`config.mk`:
```
export PLATFORM = sky130hd
export DESIGN_NAME = visited_store_mp_flat
export DESIGN_NICKNAME = d
export VERILOG_FILES = /design/src/rtl/visited_store_mp_pkg.sv /design/src/rtl/visited_store_mp_if.sv /design/src/rtl/visited_store_mp_lowest_unset_finder.sv /design/src/rtl/visited_store_mp.sv /design/src/flat_wrapper.sv
export SDC_FILE = /design/constraint.sdc
export NUM_CORES = 1
export LEC_CHECK = 0
export CAP_MARGIN = 20
export CORE_MARGIN = 3
export CORE_UTILIZATION = 59
export CTS_CLUSTER_DIAMETER = 40
export DETAILED_ROUTE_END_ITERATION = 8
export PLACE_DENSITY_LB_ADDON = 0.05
export SLEW_MARGIN = 20
export SYNTH_ARGS = -nofsm -noshare
export SYNTH_HDL_FRONTEND = slang
export SYNTH_SLANG_ARGS = --single-unit
```
`constraint.sdc`:
```
create_clock -name clock -period 15.3 [get_ports clock]
set_clock_uncertainty 0.15 [all_clocks]
set_input_delay 3.825 -clock clock [delete_from_list [all_inputs] [get_ports clock]]
set_output_delay 3.825 -clock clock [all_outputs]
set_load 0.01 [all_outputs]
```
`src/rtl/visited_store_mp_pkg.sv`:
```
// Shared constants and types for the multi-port visited/predecessor store.
// The macros are kept here so every later file in the compilation sees them.
`ifndef VISITED_STORE_MP_CONSTANTS
`define VISITED_STORE_MP_CONSTANTS
`define UNVISITED               8'hFF
`define DEFAULT_MAX_NODES       16
`define DEFAULT_INDEX_WIDTH     8
`define DEFAULT_NUM_PORTS       2
`define DEFAULT_CLEAR_PER_CYCLE 4
`endif

package visited_store_mp_pkg;
  typedef enum logic {
    ST_IDLE  = 1'b0,
    ST_CLEAR = 1'b1
  } clr_state_e;
endpackage

```
`src/rtl/visited_store_mp_if.sv`:
```
// Visit-write bundle: per-port requests in, registered ack/error pulses out.
interface visited_store_mp_if #(
  parameter int INDEX_WIDTH = `DEFAULT_INDEX_WIDTH,
  parameter int NUM_PORTS   = `DEFAULT_NUM_PORTS
);
  logic [NUM_PORTS-1:0]             set_en;
  logic [INDEX_WIDTH*NUM_PORTS-1:0] index;
  logic [INDEX_WIDTH*NUM_PORTS-1:0] prev_node;
  logic [NUM_PORTS-1:0]             set_ack;
  logic                             dup_err;
  logic                             oor_err;

  modport master (output set_en, index, prev_node, input set_ack, dup_err, oor_err);
  modport slave  (input set_en, index, prev_node, output set_ack, dup_err, oor_err);
endinterface

```
`src/rtl/visited_store_mp_lowest_unset_finder.sv`:
```
// Priority encoder returning the lowest zero bit of a vector.
module lowest_unset_finder #(
  parameter int WIDTH       = 16,
  parameter int INDEX_WIDTH = 8
) (
  input  logic [WIDTH-1:0]       bits,
  output logic [INDEX_WIDTH-1:0] index,
  output logic                   valid
);
  always_comb begin
    index = '0;
    valid = 1'b0;
    for (int j = WIDTH - 1; j >= 0; j--) begin
      if (!bits[j]) begin
        index = INDEX_WIDTH'(j);
        valid = 1'b1;
      end
    end
  end
endmodule

```
`src/rtl/visited_store_mp.sv`:
```
// Visited flags and predecessor table with NUM_PORTS visit writes per cycle,
// multi-cycle soft clear, registered query port and lowest-unvisited finder.
module visited_store_mp
  import visited_store_mp_pkg::*;
#(
  parameter int MAX_NODES       = `DEFAULT_MAX_NODES,
  parameter int INDEX_WIDTH     = `DEFAULT_INDEX_WIDTH,
  parameter int NUM_PORTS       = `DEFAULT_NUM_PORTS,
  parameter int CLEAR_PER_CYCLE = `DEFAULT_CLEAR_PER_CYCLE
) (
  input  logic                             clock,
  input  logic                             reset,
  input  logic [INDEX_WIDTH-1:0]           number_of_nodes,
  input  logic                             clear_start,
  visited_store_mp_if.slave                wr,
  output logic                             busy,
  output logic [INDEX_WIDTH-1:0]           unvisited_nodes,
  output logic [INDEX_WIDTH-1:0]           next_unvisited,
  output logic                             next_unvisited_valid,
  input  logic [INDEX_WIDTH-1:0]           query_index,
  output logic                             query_visited,
  output logic [INDEX_WIDTH-1:0]           query_prev,
  output logic [INDEX_WIDTH*MAX_NODES-1:0] prev_vector_flattened
);
  localparam int AW = (MAX_NODES > 1) ? $clog2(MAX_NODES) : 1;
  localparam logic [INDEX_WIDTH:0]   MAX_IDX = (INDEX_WIDTH + 1)'(MAX_NODES);
  localparam logic [AW-1:0]          LAST_PTR = AW'(MAX_NODES - CLEAR_PER_CYCLE);
  localparam logic [INDEX_WIDTH-1:0] UNV = INDEX_WIDTH'(`UNVISITED);

  clr_state_e                 state_q, state_d;
  logic [AW-1:0]              ptr_q, ptr_d;
  logic [MAX_NODES-1:0]       visited_q, visited_d;
  logic [INDEX_WIDTH-1:0]     prev_q [MAX_NODES];
  logic [INDEX_WIDTH-1:0]     prev_d [MAX_NODES];
  logic [INDEX_WIDTH-1:0]     count_q, count_d;
  logic [NUM_PORTS-1:0]       ack_q, ack_d;
  logic                       dup_q, dup_d, oor_q, oor_d;
  logic                       qv_q, qv_d;
  logic [INDEX_WIDTH-1:0]     qp_q, qp_d;

  logic                       idle;
  logic [INDEX_WIDTH-1:0]     idx   [NUM_PORTS];
  logic [AW-1:0]              idx_lo[NUM_PORTS];
  logic [INDEX_WIDTH-1:0]     pnode [NUM_PORTS];
  logic [NUM_PORTS-1:0]       in_range, cand, accept;
  logic [MAX_NODES-1:0]       in_mask;
  logic [INDEX_WIDTH-1:0]     find_idx;
  logic                       find_valid;
  logic                       q_in;

  assign idle = (state_q == ST_IDLE);

  genvar gi;
  generate
    for (gi = 0; gi < NUM_PORTS; gi++) begin : g_port
      assign idx[gi]      = wr.index[INDEX_WIDTH*gi +: INDEX_WIDTH];
      assign pnode[gi]    = wr.prev_node[INDEX_WIDTH*gi +: INDEX_WIDTH];
      assign idx_lo[gi]   = idx[gi][AW-1:0];
      assign in_range[gi] = (idx[gi] < number_of_nodes) && ({1'b0, idx[gi]} < MAX_IDX);
      assign cand[gi]     = wr.set_en[gi] && idle && in_range[gi];
    end
    for (gi = 0; gi < MAX_NODES; gi++) begin : g_node
      assign in_mask[gi] = {1'b0, number_of_nodes} > (INDEX_WIDTH + 1)'(gi);
      assign prev_vector_flattened[INDEX_WIDTH*gi +: INDEX_WIDTH] = prev_q[gi];
    end
  endgenerate

  // Any in-range request on a lower port to the same index blocks this port,
  // whether or not that lower request is itself accepted.
  always_comb begin
    accept = '0;
    for (int p = 0; p < NUM_PORTS; p++) begin
      accept[p] = cand[p] && !visited_q[idx_lo[p]];
      for (int q = 0; q < p; q++) begin
        if (cand[q] && (idx[q] == idx[p])) accept[p] = 1'b0;
      end
    end
  end

  always_comb begin
    state_d   = state_q;
    ptr_d     = ptr_q;
    visited_d = visited_q;
    prev_d    = prev_q;
    count_d   = count_q;
    ack_d     = accept;
    dup_d     = |(cand & ~accept);
    oor_d     = idle && |(wr.set_en & ~in_range);
    case (state_q)
      ST_IDLE: begin
        for (int p = 0; p < NUM_PORTS; p++) begin
          if (accept[p]) begin
            visited_d[idx_lo[p]] = 1'b1;
            prev_d[idx_lo[p]]    = pnode[p];
            count_d              = count_d + 1'b1;
          end
        end
        if (clear_start) begin
          state_d = ST_CLEAR;
          ptr_d   = '0;
        end
      end
      default: begin
        for (int k = 0; k < CLEAR_PER_CYCLE; k++) begin
          visited_d[ptr_q + AW'(k)] = 1'b0;
          prev_d[ptr_q + AW'(k)]    = UNV;
        end
        ptr_d = ptr_q + AW'(CLEAR_PER_CYCLE);
        if (ptr_q == LAST_PTR) begin
          state_d = ST_IDLE;
          count_d = '0;
        end
      end
    endcase
  end

  // Query reads the pre-edge table, so same-edge writes are not visible yet.
  always_comb begin
    q_in = {1'b0, query_index} < MAX_IDX;
    qv_d = q_in ? visited_q[query_index[AW-1:0]] : 1'b0;
    qp_d = q_in ? prev_q[query_index[AW-1:0]] : UNV;
  end

  always_ff @(posedge clock or posedge reset) begin
    if (reset) begin
      state_q   <= ST_IDLE;
      ptr_q     <= '0;
      visited_q <= '0;
      for (int j = 0; j < MAX_NODES; j++) prev_q[j] <= UNV;
      count_q   <= '0;
      ack_q     <= '0;
      dup_q     <= 1'b0;
      oor_q     <= 1'b0;
      qv_q      <= 1'b0;
      qp_q      <= UNV;
    end else begin
      state_q   <= state_d;
      ptr_q     <= ptr_d;
      visited_q <= visited_d;
      prev_q    <= prev_d;
      count_q   <= count_d;
      ack_q     <= ack_d;
      dup_q     <= dup_d;
      oor_q     <= oor_d;
      qv_q      <= qv_d;
      qp_q      <= qp_d;
    end
  end

  lowest_unset_finder #(
    .WIDTH       (MAX_NODES),
    .INDEX_WIDTH (INDEX_WIDTH)
  ) u_finder (
    .bits  (visited_q | ~in_mask),
    .index (find_idx),
    .valid (find_valid)
  );

  assign busy                 = (state_q == ST_CLEAR);
  assign unvisited_nodes      = number_of_nodes - count_q;
  assign next_unvisited_valid = find_valid && !busy;
  assign next_unvisited       = next_unvisited_valid ? find_idx : '0;
  assign query_visited        = qv_q;
  assign query_prev           = qp_q;
  assign wr.set_ack           = ack_q;
  assign wr.dup_err           = dup_q;
  assign wr.oor_err           = oor_q;
endmodule
```
`src/flat_wrapper.sv`:
```
// flat-port wrapper written by rule: the top's interface ports become plain ports
module visited_store_mp_flat import visited_store_mp_pkg::*;
#(
  parameter int MAX_NODES       = `DEFAULT_MAX_NODES,
  parameter int INDEX_WIDTH     = `DEFAULT_INDEX_WIDTH,
  parameter int NUM_PORTS       = `DEFAULT_NUM_PORTS,
  parameter int CLEAR_PER_CYCLE = `DEFAULT_CLEAR_PER_CYCLE
)
  (clock, reset, number_of_nodes, clear_start, busy, unvisited_nodes, next_unvisited, next_unvisited_valid, query_index, query_visited, query_prev, prev_vector_flattened, wr_set_en, wr_index, wr_prev_node, wr_set_ack, wr_dup_err, wr_oor_err);
  visited_store_mp_if #(.INDEX_WIDTH(INDEX_WIDTH), .NUM_PORTS(NUM_PORTS)) wr_i ();
  input  logic clock;
  input  logic reset;
  input  logic [INDEX_WIDTH-1:0] number_of_nodes;
  input  logic clear_start;
  output logic busy;
  output logic [INDEX_WIDTH-1:0] unvisited_nodes;
  output logic [INDEX_WIDTH-1:0] next_unvisited;
  output logic next_unvisited_valid;
  input  logic [INDEX_WIDTH-1:0] query_index;
  output logic query_visited;
  output logic [INDEX_WIDTH-1:0] query_prev;
  output logic [INDEX_WIDTH*MAX_NODES-1:0] prev_vector_flattened;
  input wire logic [$bits(wr_i.set_en)-1:0] wr_set_en;
  input wire logic [$bits(wr_i.index)-1:0] wr_index;
  input wire logic [$bits(wr_i.prev_node)-1:0] wr_prev_node;
  output wire logic [$bits(wr_i.set_ack)-1:0] wr_set_ack;
  output wire logic [$bits(wr_i.dup_err)-1:0] wr_dup_err;
  output wire logic [$bits(wr_i.oor_err)-1:0] wr_oor_err;
  assign wr_i.set_en = wr_set_en;
  assign wr_i.index = wr_index;
  assign wr_i.prev_node = wr_prev_node;
  assign wr_set_ack = wr_i.set_ack;
  assign wr_dup_err = wr_i.dup_err;
  assign wr_oor_err = wr_i.oor_err;
  visited_store_mp #(.MAX_NODES(MAX_NODES), .INDEX_WIDTH(INDEX_WIDTH), .NUM_PORTS(NUM_PORTS), .CLEAR_PER_CYCLE(CLEAR_PER_CYCLE)) u_core (.clock(clock), .reset(reset), .number_of_nodes(number_of_nodes), .clear_start(clear_start), .wr(wr_i), .busy(busy), .unvisited_nodes(unvisited_nodes), .next_unvisited(next_unvisited), .next_unvisited_valid(next_unvisited_valid), .query_index(query_index), .query_visited(query_visited), .query_prev(query_prev), .prev_vector_flattened(prev_vector_flattened));
endmodule
```
* Word-level counts from Yosys, hierarchy flattened
Index checks and enable logic that the tools add are counted.
** Storage, ports and cells
- Bits in registers :: 170
** Operators by class
- Add/subtract/negate cells :: 7
- $lt $le $gt $ge :: 47
- Equality and inequality tests :: 3
- Mux-type cells :: 89
- Bitwise logic cells :: 28
- Reduce and logical (&&, ||, !) cells :: 29
** Operators with widths (count)
- $mux W128 :: 4
- $or A128 B128 Y128 :: 4
- $bwmux W128 :: 2
- $mux W8 :: 30
- $demux W8 S4 :: 6
- $not A16 Y16 :: 5
- $and A16 B16 Y16 :: 4
- $gt A8 B4 Y1 const B :: 8
- $mux W16 :: 4
- $or A16 B16 Y16 :: 3
- $ge A5 B5 Y1 const B :: 7
- $lt A4 B5 Y1 const B :: 7
- $not A4 Y5 :: 7
- $bmux W8 S4 :: 1
- $gt A8 B3 Y1 const B :: 4
- $lt A5 B1 Y1 const B :: 6
- $mux W1 :: 30
- $demux W1 S4 :: 6
- $ge A4 B1 Y1 const B :: 6
- $lt A8 B5 Y1 const B :: 3
- $logic_and A1 B1 Y1 :: 23
- $add A8 B1 Y8 const B :: 2
- $gt A8 B1 Y1 const B :: 2
- $gt A8 B2 Y1 const B :: 2
- other kinds (16) :: 27

* Logic depth before layout (Yosys ltp)
Gate-level depths: netlist of run 1.
- Word-level depth :: 21
- Mapped depth :: 15
- Depth with buffers taken out :: 14

* Cells and area by module
Synthesis of run 1 repeated with hierarchy kept, for this count alone.
** Second synthesis, totals
- Cell total of the unflattened synthesis :: 1198
- Area total of the unflattened synthesis :: 12629.6 um^2
** Modules (own cells, without submodules)
- visited_store_mp :: times used 1, cells each 1159, area an instance 12429.4 um^2, seq. area each 4374.2 um^2
- lowest_unset_finder :: times used 1, cells each 39, area an instance 200.2 um^2, seq. area each 0.0 um^2

* Worst setup path after synthesis of run 1
OpenSTA, ideal clock, no wires.
- Path type :: input-to-output
- Start :: input number_of_nodes[4]
- End :: output next_unvisited[0]
- Data arrival time :: 5.511 ns
- Required time :: 11.325 ns
- Setup slack :: 5.814 ns
- Stages on the path :: 8
- Buffers on the path :: 0
- Path through :: or4_1 nor2_1 nand2_1 a2bb2oi_1 or3_1 nor2_1 a21oi_1 nor3b_1
** Between the ends
- Word-level cells in the longest chain between the ends :: 21
- Elaborated cells between the ends (all ways) :: 52
- Those cells by class :: 16 x order compare; 33 x mux; 2 x bitwise; 1 x reduce/logical
** RTL lines
- from (decl) :: line flat_wrapper.sv:13 : input logic [INDEX_WIDTH-1:0] number_of_nodes;
- $gt A8 B4 Y1 :: line visited_store_mp.sv:63 : assign in_mask[gi] = {1'b0, number_of_nodes} > (INDEX_WIDTH + 1)'(gi);
- $not A16 Y16 (*) :: line visited_store_mp.sv:154 : .bits (visited_q | ~in_mask),
- $or A16 B16 Y16 (*) :: line visited_store_mp.sv:154
- $mux W1 (15 in a row) :: line visited_store_mp_lowest_unset_finder.sv:14 : if (!bits[j]) begin
- $mux W1 (*) :: line visited_store_mp_lowest_unset_finder.sv:14
- $logic_and A1 B1 Y1 (*) :: line visited_store_mp.sv:161 : assign next_unvisited_valid = find_valid && !busy;
- via next_unvisited_valid :: line flat_wrapper.sv:18 : output logic next_unvisited_valid;
- $mux W8 (*) :: line visited_store_mp.sv:162 : assign next_unvisited = next_unvisited_valid ? find_idx : '0;
- to (decl) :: line flat_wrapper.sv:17 : output logic [INDEX_WIDTH-1:0] next_unvisited;
Mark *: on every way through the listed nets, which the timed path passes. The rest lies on a longest branch.

* Final worst setup path of run 1
- Start :: input number_of_nodes[7]
- End :: output next_unvisited[1]
** Between the ends
- Word-level cells in the longest chain between the ends :: 21
- Elaborated cells between the ends (all ways) :: 52
- Those cells by class :: 16 x order compare; 33 x mux; 2 x bitwise; 1 x reduce/logical
** RTL lines (line)
- $gt A8 B4 Y1 :: visited_store_mp.sv:63
- $not A16 Y16 (*) :: visited_store_mp.sv:154
- $or A16 B16 Y16 (*) :: visited_store_mp.sv:154
- $mux W1 (16 in a row) :: visited_store_mp_lowest_unset_finder.sv:14
- $logic_and A1 B1 Y1 :: visited_store_mp.sv:161
- $mux W8 (*) :: visited_store_mp.sv:162
Every way passes the cells marked *; elsewhere a longest branch is shown, timed or not.

==> results.md, run 1 <==
* Status: completed
* Req. time, crit path at 11.33 ns
* Routed via count at 11,200
* Yosys cell types at 61
* Final period utilization at 73.3%
* Async SR Flop Fraction at 100%
* CTS Buffer Depth at 2
* Initial Util at 61.1%
* Cts hold-fix bufs at 0
* Hold depth at 2
* Clock sinks at 168
* Busiest grt layer: met2
* Yosys reg bits at 168
* Ordered cell list for the critical path: clkdlybuf4s50_1 > nor4_2 > nand2_1 > nor3_1 > nor2_1 > or3_1 > nor2_1 > a21oi_1 > nor3b_1 > clkdlybuf4s50_1
* CTS root buf: clkbuf_16
* Antenna violations before repair at 0
* Setup TNS at 0 ns
* Top FF cell, synth: dfstp_2
* First-pass detailed-route iteration total at 5
* Setup slack, reg-to-reg at 11.42 ns
* Vias in the first global route at 11,000
* Yosys top cell area share at 28.4%
* Core Rows at 52
* Leak Pwr at 5.63 nW
* Area leader, netlist: dfstp_2
* Hold_ws at 0.418 ns
* Hold Path Class: reg2reg
* Synth warn at 0
* Cells after Synth at 1,249
* # fillers at 1,404
* Critical Path End Type: output port
* Die width at 152 um
* RSZ-0062 raised after global routing: no
* Met3 Use GR at 8.12%
* Largest net degree at the start of global routing at 133
* CTS buffer count at 17
* Final net count at 1,469
* IO buf count at 207
* Critical path launch point type: input port
* N_diodes at 0
* Met2 Resource Use GR at 54.5%
* GPL Wtd Cong at 0.921
* Total congestion overflow at 0
* Total GRT Usage at 34.8%
* Die Y-Extent at 152 um
* Global-route wire length before repair at 64,200 um
* Slew headroom at 23.5%
* Measured slew at the worst slew-check pin at 1.15 ns
* Htree depth at 4
* Vias per std cell at 6.73
* CTS tree: done
* Fin util at 75.3%
* Max cap viols at 0
* Antenna viol nets, final at 0
* VDD IR max at 0.000119 V
* CP max stage delay at 0.93 ns
* Final hold vios at 0
* Reg-to-Reg End: u_core.prev_vector_flattened[106]
* Met1 GRT Util at 46.9%
* FF-to-FF Start: u_core.visited_q[15]
* Final setup vio count at 0
* Hold_sp: u_core.count_q[6]
* WS Path Type: in2out
* Clk_lat worst skew at 0.43 ns
* Slew Limit Fails at 0
* Post-synth EDFFs at 0
* Fin crit period at 11.21 ns
* Avg WL per Cell at 24.8 um
* Reg2reg path depth at 9
* CP max FO at 12
* Most frequent cells after synthesis: o21ai_0 (230), dfstp_2 (136), mux2i_1 (104), mux2_2 (96), clkbuf_1 (84)
* Clock slew at reported path FFs at 0.07 ns
* WL final at 41,400 um
* Post-DP HPWL at 27,700 um
* Sequential-to-total area share from yosys stat at 34.7%
* Core area at 20,600 um^2
* DRC at 0
* 1st-iter DRT viols at 1,139
* Worst EP arrival at 7.24 ns
* Syn avg cell area at 10.1 um^2
* Fmax at 0.0892 GHz
* Synth top area cells: dfstp_2 (28%), mux4_2 (9.5%), o21ai_0 (9.1%)
* Critical-path top delay cell: nor4_2
* Hold worst-path end: u_core.count_q[6]
* Share of cells above drive strength 1 at 27.0%
* IO Count at 212
* Resize count post-CTS at 0
* Area Growth Syn to Fin at 23.3%
* Syn Std Cell Area at 12,600 um^2
* Most frequent cell after synthesis: o21ai_0
* Post-CTS Setup Bufs at 0
* Pwr/cell area at 189 nW/um^2
* Die area at 23,100 um^2
cell type report:
cell class	instances	area, um^2	share of cell area, %
clock buffers	21	472	3.04
clock inverters	11	191	1.23
inverters	31	121	0.781
multi-input cells	941	7810	50.3
flip-flops and latches	168	4380	28.2
well taps	270	338	2.18
repair buffers	228	2220	14.3
critical path, delay by kind of cell:
kind,cells,cell delay [ns]
compound gates,1,0.09
simple gates,7,2.33
buf+inv,2,0.98
worst max path at each step:
stage                                  start           endpoint  slack, ns  cells past startpoint
final                     number_of_nodes[7]  next_unvisited[1]       4.09                     10
after CTS                 number_of_nodes[7]  next_unvisited[1]       4.14                     10
after floorplan           number_of_nodes[4]  next_unvisited[0]       5.81                      8
after global placement    number_of_nodes[4]  next_unvisited[0]       4.23                     10
after detailed placement  number_of_nodes[7]  next_unvisited[1]       4.15                     10
after global routing      number_of_nodes[7]  next_unvisited[0]       3.93                     10
cell usage in the layout, fill, tap and decap left out, types with 27 or more instances in the layout:
master           instances
clkdlybuf4s50_1        205
o31ai_1                 35
nor2_1                  42
o21ai_0                230
mux2_2                  96
inv_1                   27
dfstp_2                136
nand2_1                 41
dfrtp_1                 31
mux4_2                  53
a21oi_1                 34
nor2b_1                 43
ha_1                    28
nand2b_1                32
mux2i_1                104
layer usage:
| metal | share of wire (%) | up-vias |
|---|---|---|
| li1 | - | 4903 |
| met1 | 40 | 5594 |
| met2 | 47 | 647 |
| met3 | 9.0 | 87 |
| met4 | 4.0 | 0 |
| met5 | 0 | - |
state kept, by name (all words and copies together), names as in the netlist:
name and flops:
u_core.prev_vector_flattened 128, u_core.visited_q 16, u_core.count_q 8, u_core.query_prev 8
u_core.ptr_q 2, u_core.wr.set_ack 2, u_core.busy 1, u_core.query_visited 1
u_core.wr.dup_err 1, u_core.wr.oor_err 1
power by group:
| part | switching [W] | internal (W) |
|---|---|---|
| Combinational | 0.000668 | 0.000747 |
| Clock | 0.000187 | 0.000305 |
| Sequential | 0.000255 | 0.000775 |
cell families (layout without fill, tap and decap cells):
kind of cell | Yosys count | in the layout | share of synthesized area, %
AO/OA/AOI/OAI | 366 | 366 | 16.3
XOR/XNOR | 27 | 27 | 1.88
adder cells (fa/ha/maj) | 29 | 29 | 2.94
buffers and inverters | 143 | 291 | 4.58
flip-flops | 168 | 168 | 34.7
multiplexers | 277 | 277 | 28.5
other | 1 | 4 | 0.0298
AND/OR/NAND/NOR | 238 | 238 | 11.1
metrics by stage:
step           cell area [um^2]  instances  power (W)  setup WS, ns
3_5_place_dp              14900       1638    0.00241          4.15
6_report                  15500       1670    0.00294          4.09
4_1_cts                   15500       1670    0.00291          4.14
3_3_place_gp              14900       1638    0.00237          4.23
5_1_grt                   15500       1670    0.00309          3.93
2_1_floorplan             12600       1252    0.00175          5.81
(Power assumes the default switching activity.)
==> run 2, diff against run 1 <==
--- a/config.mk
+++ b/config.mk
@@ -7,7 +7,7 @@
 export LEC_CHECK = 0
 export CAP_MARGIN = 20
 export CORE_MARGIN = 3
-export CORE_UTILIZATION = 59
+export CORE_UTILIZATION = 50
 export CTS_CLUSTER_DIAMETER = 40
 export DETAILED_ROUTE_END_ITERATION = 8
 export PLACE_DENSITY_LB_ADDON = 0.05
==> constraint.sdc (replaced) <==
create_clock -name clock -period 10 [get_ports clock]
set_clock_uncertainty 0.15 [all_clocks]
set_input_delay 2.5 -clock clock [delete_from_list [all_inputs] [get_ports clock]]
set_output_delay 2.5 -clock clock [all_outputs]
set_load 0.01 [all_outputs]
==> run 2 against run 1 <==
Effect of this change:
- cell count rose by 2.9%
- cell area fell by 0.25%
- utilization fell by 12 points
- clock-buffer cell count fell by 2
- power rose by 49%
- register-to-register slack got worse by 5.4 ns
- setup slack got worse by 2.1 ns
- combinational power rose by 52%
- worst hold slack improved by 0.010 ns
- first-iteration DRC count fell by 3.0%
- die area rose by 17%
- non-clock buffer count fell by 5
- largest power group unchanged
==> results.md, run 2 (synthesis gave the netlist of run 1 again) <==
* Setup TNS at 0 ns
* Combinational Power Share at 49.1%
* Req. time, crit path at 7.35 ns
* First-pass detailed-route iteration total at 6
* Ordered cell list for the critical path: clkdlybuf4s50_1 > or4_1 > nor2_1 > nand2_1 > a2bb2oi_1 > or3_1 > nor2_1 > a21oi_1 > nor3b_1 > clkdlybuf4s50_1
* Cts hold-fix bufs at 0
* VDD IR max at 0.000156 V
* Vias in the first global route at 10,900
* Slew Limit Fails at 0
* # fillers at 2,035
* Antenna violations before repair at 0
* Clock Power Share at 14.6%
* Core area at 24,500 um^2
* Leak Pwr at 5.55 nW
* Max cap viols at 0
* WL final at 43,000 um
* Critical Path End Type: output port
* Net switching power at 0.00172 W
* Largest net degree at the start of global routing at 118
* Avg WL per Cell at 25.0 um
* Global-route wire length before repair at 65,500 um
* Vias per std cell at 6.47
* WS Path Type: in2out
* Hold_sp: u_core.count_q[6]
* 1st-iter DRT viols at 1,105
* DRC at 0
* Total congestion overflow at 0
* Critical-path top delay cell: or4_1
* Pwr/cell area at 282 nW/um^2
* CTS root buf: clkbuf_16
* Area Growth Syn to Fin at 22.9%
* Reg power frac at 36.3%
* Critical path launch point type: input port
* Int Power at 0.00266 W
* IO Count at 212
* Clock sinks at 168
* Most frequent cells in the layout: o21ai_0 (230), clkdlybuf4s50_1 (205), dfstp_2 (136), mux2i_1 (104), mux2_2 (96)
* Post-CTS Setup Bufs at 0
* Fin crit period at 8.03 ns
* Final period utilization at 80.3%
* Hold Path Class: reg2reg
* Largest register FFs at 128
* Met3 Use GR at 5.94%
* CP max FO at 4
* Die width at 165 um
* IO buf count at 207
* FF-to-FF Start: u_core.visited_q[15]
* Share of cells above drive strength 1 at 27.1%
* CP max stage delay at 0.64 ns
* Slew headroom at 25.9%
* Status: completed
* CTS buffer count at 17
* Die area at 27,100 um^2
* Area used by multi-input combinational logic at 7850 um^2
* Initial Util at 51.4%
* Sequential Area at 4380 um^2
* Final net count at 1,464
* Antenna viol nets, final at 0
* CTS Buffer Depth at 2
* N_diodes at 0
* Routed via count at 11,100
* Met2 Resource Use GR at 49.1%
* Clk_lat worst skew at 0.43 ns
* Fmax at 0.125 GHz
* Busiest grt layer: met2
* Resize count post-CTS at 0
* Switching share of power at 39.2%
* Met1 GRT Util at 43.2%
* Htree depth at 4
* CTS tree: done
* Die Y-Extent at 165 um
* Measured slew at the worst slew-check pin at 1.11 ns
* Commonest non-fill, non-tap cell in the layout: o21ai_0
* Worst EP arrival at 5.38 ns
* Final hold vios at 0
* Final setup vio count at 0
* RSZ-0062 raised after global routing: no
* Core Rows at 57
* Clock slew at reported path FFs at 0.07 ns
* GPL Wtd Cong at 0.898
* Total GRT Usage at 31.6%
* Overall Power at 0.00438 W
* Post-DP HPWL at 29,100 um
* Worst Setup SP: number_of_nodes[4]
[run 2: changes by cell type in the layout (fill, tap and decap cells not counted), sizes merged]
cell,previous run,this run
inv,32,37
buf,23,18
clkinv,4,6
clkbuf,21,19
bufinv,5,0
[run 2: power by group through the flow]
stage               Clock, W  Combinational [W]  Sequential, W
global route        0.000674            0.00234        0.00163
detailed placement         0            0.00212        0.00158
floorplan                  0            0.00114        0.00153
CTS                 0.000647            0.00214        0.00158
global placement           0            0.00208        0.00158
finish              0.000640            0.00215        0.00159
[run 2: final cells by class]
class / count / share of cell area [%]
Clock buffer: 19 / 2.86
Sequential cell: 168 / 28.3
Timing Repair Buffer: 223 / 14.1
Multi-Input combinational cell: 941 / 50.7
Clock inverter: 13 / 0.719
Tap cell: 324 / 2.62
Inverter: 31 / 0.783
[run 2: metal layers]
layer	vias to the layer above	wire length, um	part of all wire, %
li1	4898	-	-
met1	5616	17900	42
met2	525	19800	46
met3	87	3410	7.9
met4	0	1890	4.4
met5	-	0	0
[run 2: final timing paths]
check / endpoint / slack, ns / depth (start not counted)
min in group asynchronous: u_core.wr.set_ack[0] / 2.53 / 2
worst max register to register: u_core.prev_vector_flattened[126] / 6.06 / 9
worst min-delay path: u_core.count_q[6] / 0.43 / 2
max in group asynchronous: u_core.busy / 5.60 / 3
worst min register to register: u_core.count_q[6] / 0.43 / 2
worst max-delay path: next_unvisited[1] / 1.97 / 10
[run 2: critical path: cells and delay by family]
kind	cells	cell delay (ns)
and+or+nand+nor	6	1.65
AOI/OAI and AO/OA	2	0.25
buffers and inverters	2	0.97
[run 2: per-stage QoR]
stage | worst slack (ns) | cell area [um^2] | hold WS [ns] | cells | utilization (%)
after CTS | 2.00 | 15500 | 0.430 | 1719 | 63.1
after global placement | 2.01 | 14900 | 0.412 | 1687 | 60.9
final | 1.97 | 15500 | 0.429 | 1719 | 63.1
after global routing | 1.79 | 15500 | 0.444 | 1719 | 63.1
after detailed placement | 2.01 | 14900 | 0.419 | 1687 | 60.9
after floorplan | 3.03 | 12600 | 0.359 | 1252 | -
==> variant: new RTL, config.mk and constraints of run 2 <==
Make the reset (`reset`) synchronous in one clocked block.
--- a/src/rtl/visited_store_mp.sv
+++ b/src/rtl/visited_store_mp.sv
@@ -123,3 +123,3 @@
 
-  always_ff @(posedge clock or posedge reset) begin
+  always_ff @(posedge clock) begin
     if (reset) begin
Behaviour: not the same (Yosys sat finds a counterexample within 4 cycles, from zero or initial values and one cycle with reset high; the reset may be asserted at any time).
==> variant against run 2 <==
First-iteration DRC count down 6.2%; wire length shrank 8.0%; synthesized area fell by 9.7%; register-to-register slack gained 0.48 ns; final cell count shrank 3.4%; via count shrank 1.4%; sequential cell count unchanged; die area shrank 9.4%; setup slack improved by 0.14 ns; fmax increased by 1.8%; utilization fell by 0.39 points; design area down 10%; largest cell class unchanged; highest routed layer unchanged.
Power is not compared: it rests on default switching activity, and its combinational part moved more than twofold at a synthesized area within 25%.
==> variant: results (changes against run 2) <==
Layout:
- The count of filler cells inserted in the layout is 1866 (-8.3%).
- The fraction of layout instances using a drive strength above 1 is 11.2% (-16 points).
- The layout net count was 1449 (-1.0%).

Setup path:
- The worst reg-to-reg path cell count is 8 (-1).
- The worst path arrival time is 5.24 ns (-0.14 ns).
- The biggest cell delay along the critical path came to 0.69 ns (+0.05 ns).
- The slowest stage of the critical path is the clkdlybuf4s50_1 cell.
- The endpoint of the worst register-to-register path is u_core.prev_vector_flattened[108].
- The capturing instance or port of the critical path is unvisited_nodes[7].
- The maximum fanout along the worst path came to 10 (+6).
- The origin of the worst setup path is number_of_nodes[1].

Placed design:
- The placed instance area is 13200 µm² (-11%).
- The routability-driven placement congestion ratio is 0.865 (-3.6%).

Route:
- The met2 wirelength from detailed routing is 18.2 mm (-7.9%).
- The final wirelength is 39.5 mm (-8.0%).
- The total via count in the routed design is 10971 (-1.4%).
- The met3 layer wire length in the routed design is 3.32 mm (-2.6%).

Run status:
- The run finished with clean final reports.

Logic synthesis:
- The share of async-settable or async-resettable flops after synthesis is 0% (-100 points).
- The synthesized-area fraction occupied by adder cells is 3.26% (+0.32 points).
- The commonest cells after synthesis are nor2_1 (176), dfxtp_1 (168), a211oi_1 (140).
- Yosys attributes the largest share of cell area to dfxtp_1 (30%), mux4_2 (10%), a211oi_1 (9.2%).
- The compound-cell area share of the yosys netlist came to 24.0% (+7.7 points).

Timing:
- The worst hold slack after final layout was 0.371 ns (-0.0575 ns).
- The final critical-path setup slack is 2.11 ns (+0.143 ns).
- The transition at the pin with the smallest max-transition slack was 1.10 ns (-0.00371 ns).

Global routing:
- The wire length of the first global-routing pass is 60.3 mm (-8.0%).
- The global-route met3 utilization is 5.09% (-0.86 points).
- The pin count of the biggest net entering global routing came to 62 (-47%).

Worst hold path:
- The launch point of the worst hold path is u_core.prev_vector_flattened[103].
[variant: changes by cell type after synthesis, sizes merged, moves of 32 or more]
cell and change:
mux2 -95, and2 +42, a211oi +135, nor2 +135, o31ai -34, dfrtp -32, mux2i -102, dfstp -136
a2111oi +101, dfxtp +168, buf +40, o21ai -225
[variant: final cells by class]
| class | instances | area (µm²) | area share (%) |
|---|---|---|---|
| clock buffers | 18 | 439 | 3.17 |
| clock inverters | 14 | 185 | 1.34 |
| inverters | 26 | 97.6 | 0.704 |
| multi-input cells | 931 | 7240 | 52.2 |
| flip-flops and latches | 168 | 3360 | 24.3 |
| well taps | 280 | 350 | 2.53 |
| repair buffers | 223 | 2190 | 15.8 |
[variant: power groups by stage]
stage | logic (mW) | registers [mW] | clock network (mW)
finish | 0.175 | 0.674 | 0.720
global route | 0.186 | 0.674 | 0.746
floorplan | 0.0986 | 0.689 | 0
detailed placement | 0.171 | 0.690 | 0
CTS | 0.172 | 0.674 | 0.720
global placement | 0.171 | 0.689 | 0
